**src/rtl/accel_cmd_sequencer.sv**
```systemverilog
// Command FIFO plus start/busy/done initiator for one vector engine.
// Define ACCEL_SEQ_TIMEOUT_EN to enable the RUN-state watchdog (TIMEOUT_CYCLES).
package accel_cmd_sequencer_pkg;
  typedef enum logic [1:0] {
    COMP_ADD = 2'd0,
    COMP_SUB = 2'd1,
    COMP_MUL = 2'd2,
    COMP_MAC = 2'd3
  } computation_type_t;
endpackage

module accel_cmd_sequencer
  import accel_cmd_sequencer_pkg::*;
#(
  parameter int unsigned DEPTH          = 4,
  parameter int unsigned TIMEOUT_CYCLES = 48
) (
  input  logic              clk,
  input  logic              rst_n,
  input  logic              cmd_valid_i,
  output logic              cmd_ready_o,
  input  computation_type_t cmd_op_i,
  input  logic [4:0]        cmd_count_i,
  output logic              eng_start_o,
  output computation_type_t eng_op_o,
  output logic [4:0]        eng_max_count_o,
  input  logic              eng_busy_i,
  input  logic              eng_done_i,
  output logic              rsp_valid_o,
  input  logic              rsp_ready_i,
  output logic [1:0]        rsp_status_o,
  output logic [5:0]        rsp_cycles_o,
  output logic              idle_o
);

  localparam int PtrW = $clog2(DEPTH);

  if (DEPTH < 2 || (DEPTH & (DEPTH - 1)) != 0 || TIMEOUT_CYCLES == 0) begin : gBadParams
    $error("accel_cmd_sequencer: DEPTH must be a power of two >= 2 and TIMEOUT_CYCLES nonzero");
  end

`ifdef ACCEL_SEQ_TIMEOUT_EN
  localparam logic [5:0] TimeoutSat = (TIMEOUT_CYCLES > 63) ? 6'd63 : 6'(TIMEOUT_CYCLES);
`endif

  typedef struct packed {
    computation_type_t op;
    logic [4:0]        count;
  } cmdEntry_t;

  typedef enum logic [1:0] {
    StIdle  = 2'd0,
    StStart = 2'd1,
    StRun   = 2'd2,
    StResp  = 2'd3
  } state_t;

  cmdEntry_t         fifoMem_q [DEPTH];
  logic [PtrW:0]     wrPtr_q, rdPtr_q;
  state_t            state_q, state_d;
  computation_type_t op_q, op_d;
  logic [4:0]        maxCount_q, maxCount_d;
  logic [5:0]        cycles_q, cycles_d;
  logic [1:0]        status_q, status_d;
  logic              full, empty, push, pop, engStart;
  logic [5:0]        cyclesInc;

  // Extra pointer MSB distinguishes full from empty when the indices match.
  assign empty = (wrPtr_q == rdPtr_q);
  assign full  = (wrPtr_q[PtrW] != rdPtr_q[PtrW]) &&
                 (wrPtr_q[PtrW-1:0] == rdPtr_q[PtrW-1:0]);
  assign push  = cmd_valid_i && !full;

  always_ff @(posedge clk) begin
    if (push) fifoMem_q[wrPtr_q[PtrW-1:0]] <= {cmd_op_i, cmd_count_i};
  end

  always_ff @(posedge clk or negedge rst_n) begin
    if (!rst_n) begin
      wrPtr_q <= '0;
      rdPtr_q <= '0;
    end else begin
      if (push) wrPtr_q <= wrPtr_q + (PtrW + 1)'(1);
      if (pop)  rdPtr_q <= rdPtr_q + (PtrW + 1)'(1);
    end
  end

  assign cyclesInc = (cycles_q == 6'd63) ? 6'd63 : cycles_q + 6'd1;

  always_comb begin
    state_d    = state_q;
    op_d       = op_q;
    maxCount_d = maxCount_q;
    cycles_d   = cycles_q;
    status_d   = status_q;
    pop        = 1'b0;
    engStart   = 1'b0;
    case (state_q)
      StIdle: begin
        if (!empty) begin
          pop        = 1'b1;
          op_d       = fifoMem_q[rdPtr_q[PtrW-1:0]].op;
          maxCount_d = fifoMem_q[rdPtr_q[PtrW-1:0]].count;
          state_d    = StStart;
        end
      end
      StStart: begin
        // A done pulse here belongs to nobody, but still means the engine is not ready.
        if (!(eng_busy_i || eng_done_i)) begin
          engStart = 1'b1;
          cycles_d = 6'd0;
          status_d = 2'b00;
          state_d  = StRun;
        end
      end
      StRun: begin
        cycles_d = cyclesInc;
        if (eng_done_i) begin
          status_d = 2'b00;
          state_d  = StResp;
        end
`ifdef ACCEL_SEQ_TIMEOUT_EN
        else if (cyclesInc >= TimeoutSat) begin
          status_d = 2'b01;
          cycles_d = TimeoutSat;
          state_d  = StResp;
        end
`endif
      end
      StResp: begin
        if (rsp_ready_i) state_d = StIdle;
      end
      default: state_d = StIdle;
    endcase
  end

  always_ff @(posedge clk or negedge rst_n) begin
    if (!rst_n) begin
      state_q    <= StIdle;
      op_q       <= computation_type_t'(2'd0);
      maxCount_q <= 5'd0;
      cycles_q   <= 6'd0;
      status_q   <= 2'b00;
    end else begin
      state_q    <= state_d;
      op_q       <= op_d;
      maxCount_q <= maxCount_d;
      cycles_q   <= cycles_d;
      status_q   <= status_d;
    end
  end

  assign cmd_ready_o     = !full;
  assign eng_start_o     = engStart;
  assign eng_op_o        = op_q;
  assign eng_max_count_o = maxCount_q;
  assign rsp_valid_o     = (state_q == StResp);
  assign rsp_status_o    = status_q;
  assign rsp_cycles_o    = cycles_q;
  assign idle_o          = empty && (state_q == StIdle);

endmodule

```
**config.mk**
```make
export PLATFORM = sky130hd
export DESIGN_NAME = accel_cmd_sequencer
export DESIGN_NICKNAME = d
export VERILOG_FILES = /design/src/rtl/accel_cmd_sequencer.sv
export SDC_FILE = /design/constraint.sdc
export NUM_CORES = 1
export LEC_CHECK = 0
export CAP_MARGIN = 10
export CORE_MARGIN = 4
export CORE_UTILIZATION = 55
export DETAILED_ROUTE_END_ITERATION = 10
export GPL_ROUTABILITY_DRIVEN = 0
export PLACE_DENSITY = 0.8
export REMOVE_ABC_BUFFERS = 1
export SLEW_MARGIN = 0
export SYNTH_ARGS = -nofsm -noshare
export SYNTH_HDL_FRONTEND = slang
export SYNTH_SLANG_ARGS = --single-unit
```
**constraint.sdc**
```tcl
create_clock -name clk -period 4.3 [get_ports clk]
set_input_delay 0.43 -clock clk [delete_from_list [all_inputs] [get_ports clk]]
set_output_delay 0.43 -clock clk [all_outputs]
set_load 0.01 [all_outputs]
```
======== Word level (Yosys, flattened, before mapping) ========
Memory sizes are Yosys's and may differ from the RTL's. A register that Yosys moved wholly into a read port is not among the register bits.
Cells that the tools add are included.
Widths: inputs -> output; s select.
storage, ports and cells
  register bits after elaboration ......... 16
  memory bits (writable) .................. 28
  input port bits ......................... 13
  word-level logic and storage cells ...... 50
  memories ................................ 1
cells by class
  add/subtract/negate cells ............... 3
  eq/ne operators ......................... 11
  muxes and demuxes ....................... 17
  bitwise logic cells ..................... 1
  reduce and logical (&&, ||, !) cells .... 12
memory list
  memory     depth  width  rd ports  clocked after memory_dff  wr ports  RTL line  RTL
  fifoMem_q  4      7      1         1                         1         58        cmdEntry_t fifoMem_q [DEPTH];
operator list
  kind                 number
  $mux 2               6
  $mux 6               2
  $pmux 6 s2           1
  $pmux 2 s4           1
  $add 3x1->3 const B  2
  $add 6x1->6 const B  1
  $eq 6x6->1 const B   1
  $mux 1               6
  $ne 2x2->1 const B   3
  $eq 2x2->1 const B   2
  $pmux 2 s2           1
  $reduce_and 2->1     2
  $reduce_and 4->1     1
  $eq 3x3->1           1
  $logic_and 1x1->1    3
  $reduce_and 3->1     1
  $eq 2x1->1 const B   1
  $eq 2x2->1           1
  $logic_not 1->1      2
  $logic_not 2->1      1
  $ne 2x1->1 const B   1
  $reduce_bool 2->1    1
  $logic_or 1x1->1     1
  $ne 1x1->1           1
  $not 1->1            1

======== Depth between registers and ports, before layout ========
  depth after elaboration ................. 6
  mapped depth ............................ 7

======== Worst setup path before layout ========
Ideal clock, no wire load.
  path kind ............................... reg2reg
  from .................................... register rdPtr_q[1]
  to ...................................... register wrPtr_q[2]
  setup time .............................. 138 ps
  data arrival time ....................... 1,454 ps
  required time ........................... 4,162 ps
  setup slack ............................. 2,707 ps
  stages on the path, launching flop included .. 6
  buffers on the path ..................... 1
  clock period less this slack ............ 1,593 ps
  cell sequence ........................... dfrtp_1 > buf_4 > xnor2_1 > nand3b_1 > and3_1 > xor2_1
on the way
  word-level cells in the longest chain between the ends .. 4
ends and longest elaborated chain
  item                    RTL line  RTL
  start, declared         59        logic [PtrW:0] wrPtr_q, rdPtr_q;
  start signal, assigned  84        if (pop) rdPtr_q <= rdPtr_q + (PtrW + 1)'(1);
  $eq 2x2->1              71        (wrPtr_q[PtrW-1:0] == rdPtr_q[PtrW-1:0]);
  $logic_and 1x1->1       70        assign full = (wrPtr_q[PtrW] != rdPtr_q[PtrW]) &&
  $logic_not 1->1         -
  named net cmd_ready_o   21        output logic cmd_ready_o,
  $logic_and 1x1->1       72        assign push = cmd_valid_i && !full;
  end signal, assigned    83        if (push) wrPtr_q <= wrPtr_q + (PtrW + 1)'(1);
  end, declared           59
The timed path passes the listed nets, and every way through them passes these cells.
A chain may end at the register's enable or synchronous reset.

======== Worst setup path in the final report ========
  from .................................... register rdPtr_q[0]
  to ...................................... output idle_o
on the way
  word-level cells in the longest chain between the ends .. 2
ends and longest elaborated chain
  item               RTL line  RTL
  $eq 3x3->1         69        assign empty = (wrPtr_q == rdPtr_q);
  $logic_and 1x1->1  160       assign idle_o = empty && (state_q == StIdle);
  end, declared      33        output logic idle_o
Every way passes these cells.

==> impl_metrics.ini <==
[timing]
clock_skew_ps = 6.13
min_period_over_period = 0.553
final_critical_path_setup_slack_ps = 1920
timing.fmax_ghz = 0.421
maxSlewHeadroom = 0.360
rsz0062_at_grt = false
final-max-slew-violation-count = 0
fin_crit_ps = 2380
finalSetupViolations = 0
worst_slew_pin_slew_ps = 957
hold_viol_final = 0
finalSetupTns_ps = 0

[outcome]
outcome = finished, final reports clean

[placed_design]
placed_area_um2 = 2560
placedCellCount = 218
place_worst_setup_slack_ps = 2140
port_buffers = 29
dp.final_hpwl_mm = 2.72

[power_and_ir_drop]
p_int_uw = 1220
power_density_cells_nw_per_um2 = 685
netSwitchingPower_uw = 597
pwr-share-seq = 0.431
p_clk_frac = 0.142
ir_drop_worst_vdd_uv = 348
p_sw_frac = 0.329
share_comb_of_total_power = 0.427
power_leakage_uw = 0.00107

[critical_path]
setup.worst_path.class = reg2out
timing.critical_path.from_type = flip-flop
critical_path.endpoint_type = output pin
cp_max_fo = 10
worstPathRequired_ps = 3870
timing.critical_path.slowest_stage_cell = sky130_fd_sc_hd__dfrtp_1
critical_path.cell_chain = xnor2_2 -> and4_4 -> clkdlybuf4s50_1
critPathArrivalTime_ps = 1950
cp_slowest_stage_delay_ps = 670

[global_route]
gr-total-overflow = 0
grt_pass1_vias = 1370
grt_pass1_wl_mm = 6.31
grt_antenna_before_repair = 0
grt_start_max_net_pins = 22
groute.usage.overall = 0.164

[clocking]
clk_pin_slew_worst_paths_ps = 80
buffers_from_clock_root_to_sink_at_most = 2
cts-buffers-inserted = 5
cts-resized-gates = 0
post_cts_buffers = 0
insertion_delay_ps = 300
cts_root_buf = sky130_fd_sc_hd__clkbuf_8
cts.hold.buffers_added = 0
clock-sinks = 49
clock_tree.htree_level_count = 2
tritoncts = done

[route]
drc_errors = 0
final_antenna_net_count = 0
drt-total-wl_mm = 3.75
detailedRoute.firstPassIterationCount = 4
drt_iter0_markers = 59
dr_total_vias = 1246
vias_per_cell = 5.51
wl_per_cell_um = 16.6

[cells_and_area]
drive_gt1_frac = 0.108
fin_area_um2 = 2650
multi_input_comb_area_um2 = 816
antenna_diode_count = 0
fill_cells = 278
num-nets-final = 199
seqCellArea_um2 = 1370
synthToLayoutAreaGrowth_pct = 17.3
finish.cell_count_without_fillers = 226

[worst_hold_path]
hold_class = reg2reg

[floorplanning]
fp.dieArea_um2 = 5200
die_w_um = 72.1
die-height_um = 72.1
core.rowCount = 23
area_inside_the_core_boundary_um2 = 4000
start_util = 0.565
top_level_ports = 32

[synthesis]
synth_area_per_cell_um2 = 15.7
synth_top_cells_by_count = sky130_fd_sc_hd__edfxtp_1, sky130_fd_sc_hd__dfrtp_1, sky130_fd_sc_hd__ha_1
syn_area_um2 = 2260
synth_top_cell_by_area = sky130_fd_sc_hd__edfxtp_1
netlist_instances = 144
synth_largest_type_area_fraction = 0.372
yosys-top-cells-area = sky130_fd_sc_hd__edfxtp_1, sky130_fd_sc_hd__dfrtp_1, sky130_fd_sc_hd__mux4_1
post-synth-top-count-cell = sky130_fd_sc_hd__edfxtp_1
synth-main-ff-cell = sky130_fd_sc_hd__edfxtp_1
register_area_share_after_synthesis = 0.605
number_of_synthesized_flops_with_an_enable_pin = 28
synth-seq-cells = 49
synth-warning-count = 0
synth-async-reset-ratio = 0.429
yosysUniqueCellTypes = 33

[run]
count_of_max_cap_constraint_violations = 0
==> critical path, delay by kind of cell (launching register included) <==
kind / cells / cell delay (ps)
xor+xnor: 1 / 200
simple gates: 1 / 260
buf+inv: 1 / 530
flops: 1 / 670
==> sequential cells by signal (all words and copies together) (netlist names) <==
register,count
rdPtr_q,3
state_q,2
fifoMem_q,28
eng_max_count_o,5
rsp_cycles_o,6
wrPtr_q,3
eng_op_o,2
==> cell families after synthesis <==
family          count (synthesis)  synth area share
flops                          49             0.605
simple gates                   29            0.0776
mux                            18             0.151
compound gates                 15            0.0382
buf+inv                        14            0.0355
fa+ha+maj                      11            0.0609
xor+xnor                        7            0.0305
other cells                     1           0.00166
==> final timing paths <==
| path | start | end | slack (ps) | cells after the start |
|---|---|---|---|---|
| setup / recovery | rdPtr_q[0] | idle_o | 1920 | 3 |
| max in group asynchronous | rst_n | eng_max_count_o[3] | 3060 | 1 |
| hold / removal | rdPtr_q[2] | rdPtr_q[2] | 500 | 1 |
| hold reg to reg | rdPtr_q[2] | rdPtr_q[2] | 500 | 1 |
| setup reg to reg | rdPtr_q[1] | eng_max_count_o[1] | 2400 | 3 |
| min in group asynchronous | rst_n | state_q[0] | 660 | 1 |
==> layout make-up <==
type	count	share of cell area
clock buffers	7	0.0288
clock inverters	1	0.00283
inverters	8	0.0113
multi-input cells	82	0.308
flip-flops and latches	49	0.516
well taps	50	0.0236
repair buffers	29	0.110
==> cell usage in the layout (no fill, tap or decap), types with 2 or more instances in the layout <==
| cell type | count |
|---|---|
| sky130_fd_sc_hd__a21oi_1 | 7 |
| sky130_fd_sc_hd__and3_1 | 4 |
| sky130_fd_sc_hd__clkbuf_1 | 2 |
| sky130_fd_sc_hd__clkbuf_8 | 5 |
| sky130_fd_sc_hd__clkdlybuf4s50_1 | 29 |
| sky130_fd_sc_hd__conb_1 | 2 |
| sky130_fd_sc_hd__dfrtp_1 | 21 |
| sky130_fd_sc_hd__edfxtp_1 | 28 |
| sky130_fd_sc_hd__ha_1 | 11 |
| sky130_fd_sc_hd__inv_1 | 8 |
| sky130_fd_sc_hd__mux2_4 | 9 |
| sky130_fd_sc_hd__mux4_1 | 7 |
| sky130_fd_sc_hd__nand2_1 | 5 |
| sky130_fd_sc_hd__nand3_1 | 3 |
| sky130_fd_sc_hd__nor2_1 | 8 |
| sky130_fd_sc_hd__o21ai_0 | 5 |
| sky130_fd_sc_hd__xnor2_1 | 4 |
| sky130_fd_sc_hd__xor2_1 | 2 |
==> power groups by stage <==
stage | clock (µW) | combinational (µW) | sequential (µW)
2_1_floorplan | 0 | 521 | 783
3_3_place_gp | 0 | 753 | 783
3_5_place_dp | 0 | 783 | 792
4_1_cts | 263 | 786 | 785
5_1_grt | 287 | 852 | 802
6_report | 257 | 774 | 782
==> per-layer routing <==
metal	GRT usage	up-vias	share of wire
li1	-	590	-
met1	0.177	609	0.39
met2	0.295	37	0.54
met3	0.0526	10	0.052
met4	0.0689	0	0.024
met5	0	-	0
==> through the flow <==
stage / util / total power, µW / hold WS (ps)
finish: 0.662 / 1810 / 498
global route: 0.662 / 1940 / 528
CTS: 0.662 / 1830 / 498
detailed placement: 0.641 / 1580 / 481
global placement: 0.641 / 1540 / 477
floorplan: - / 1300 / 134
Power figures use the tool's default switching activity.
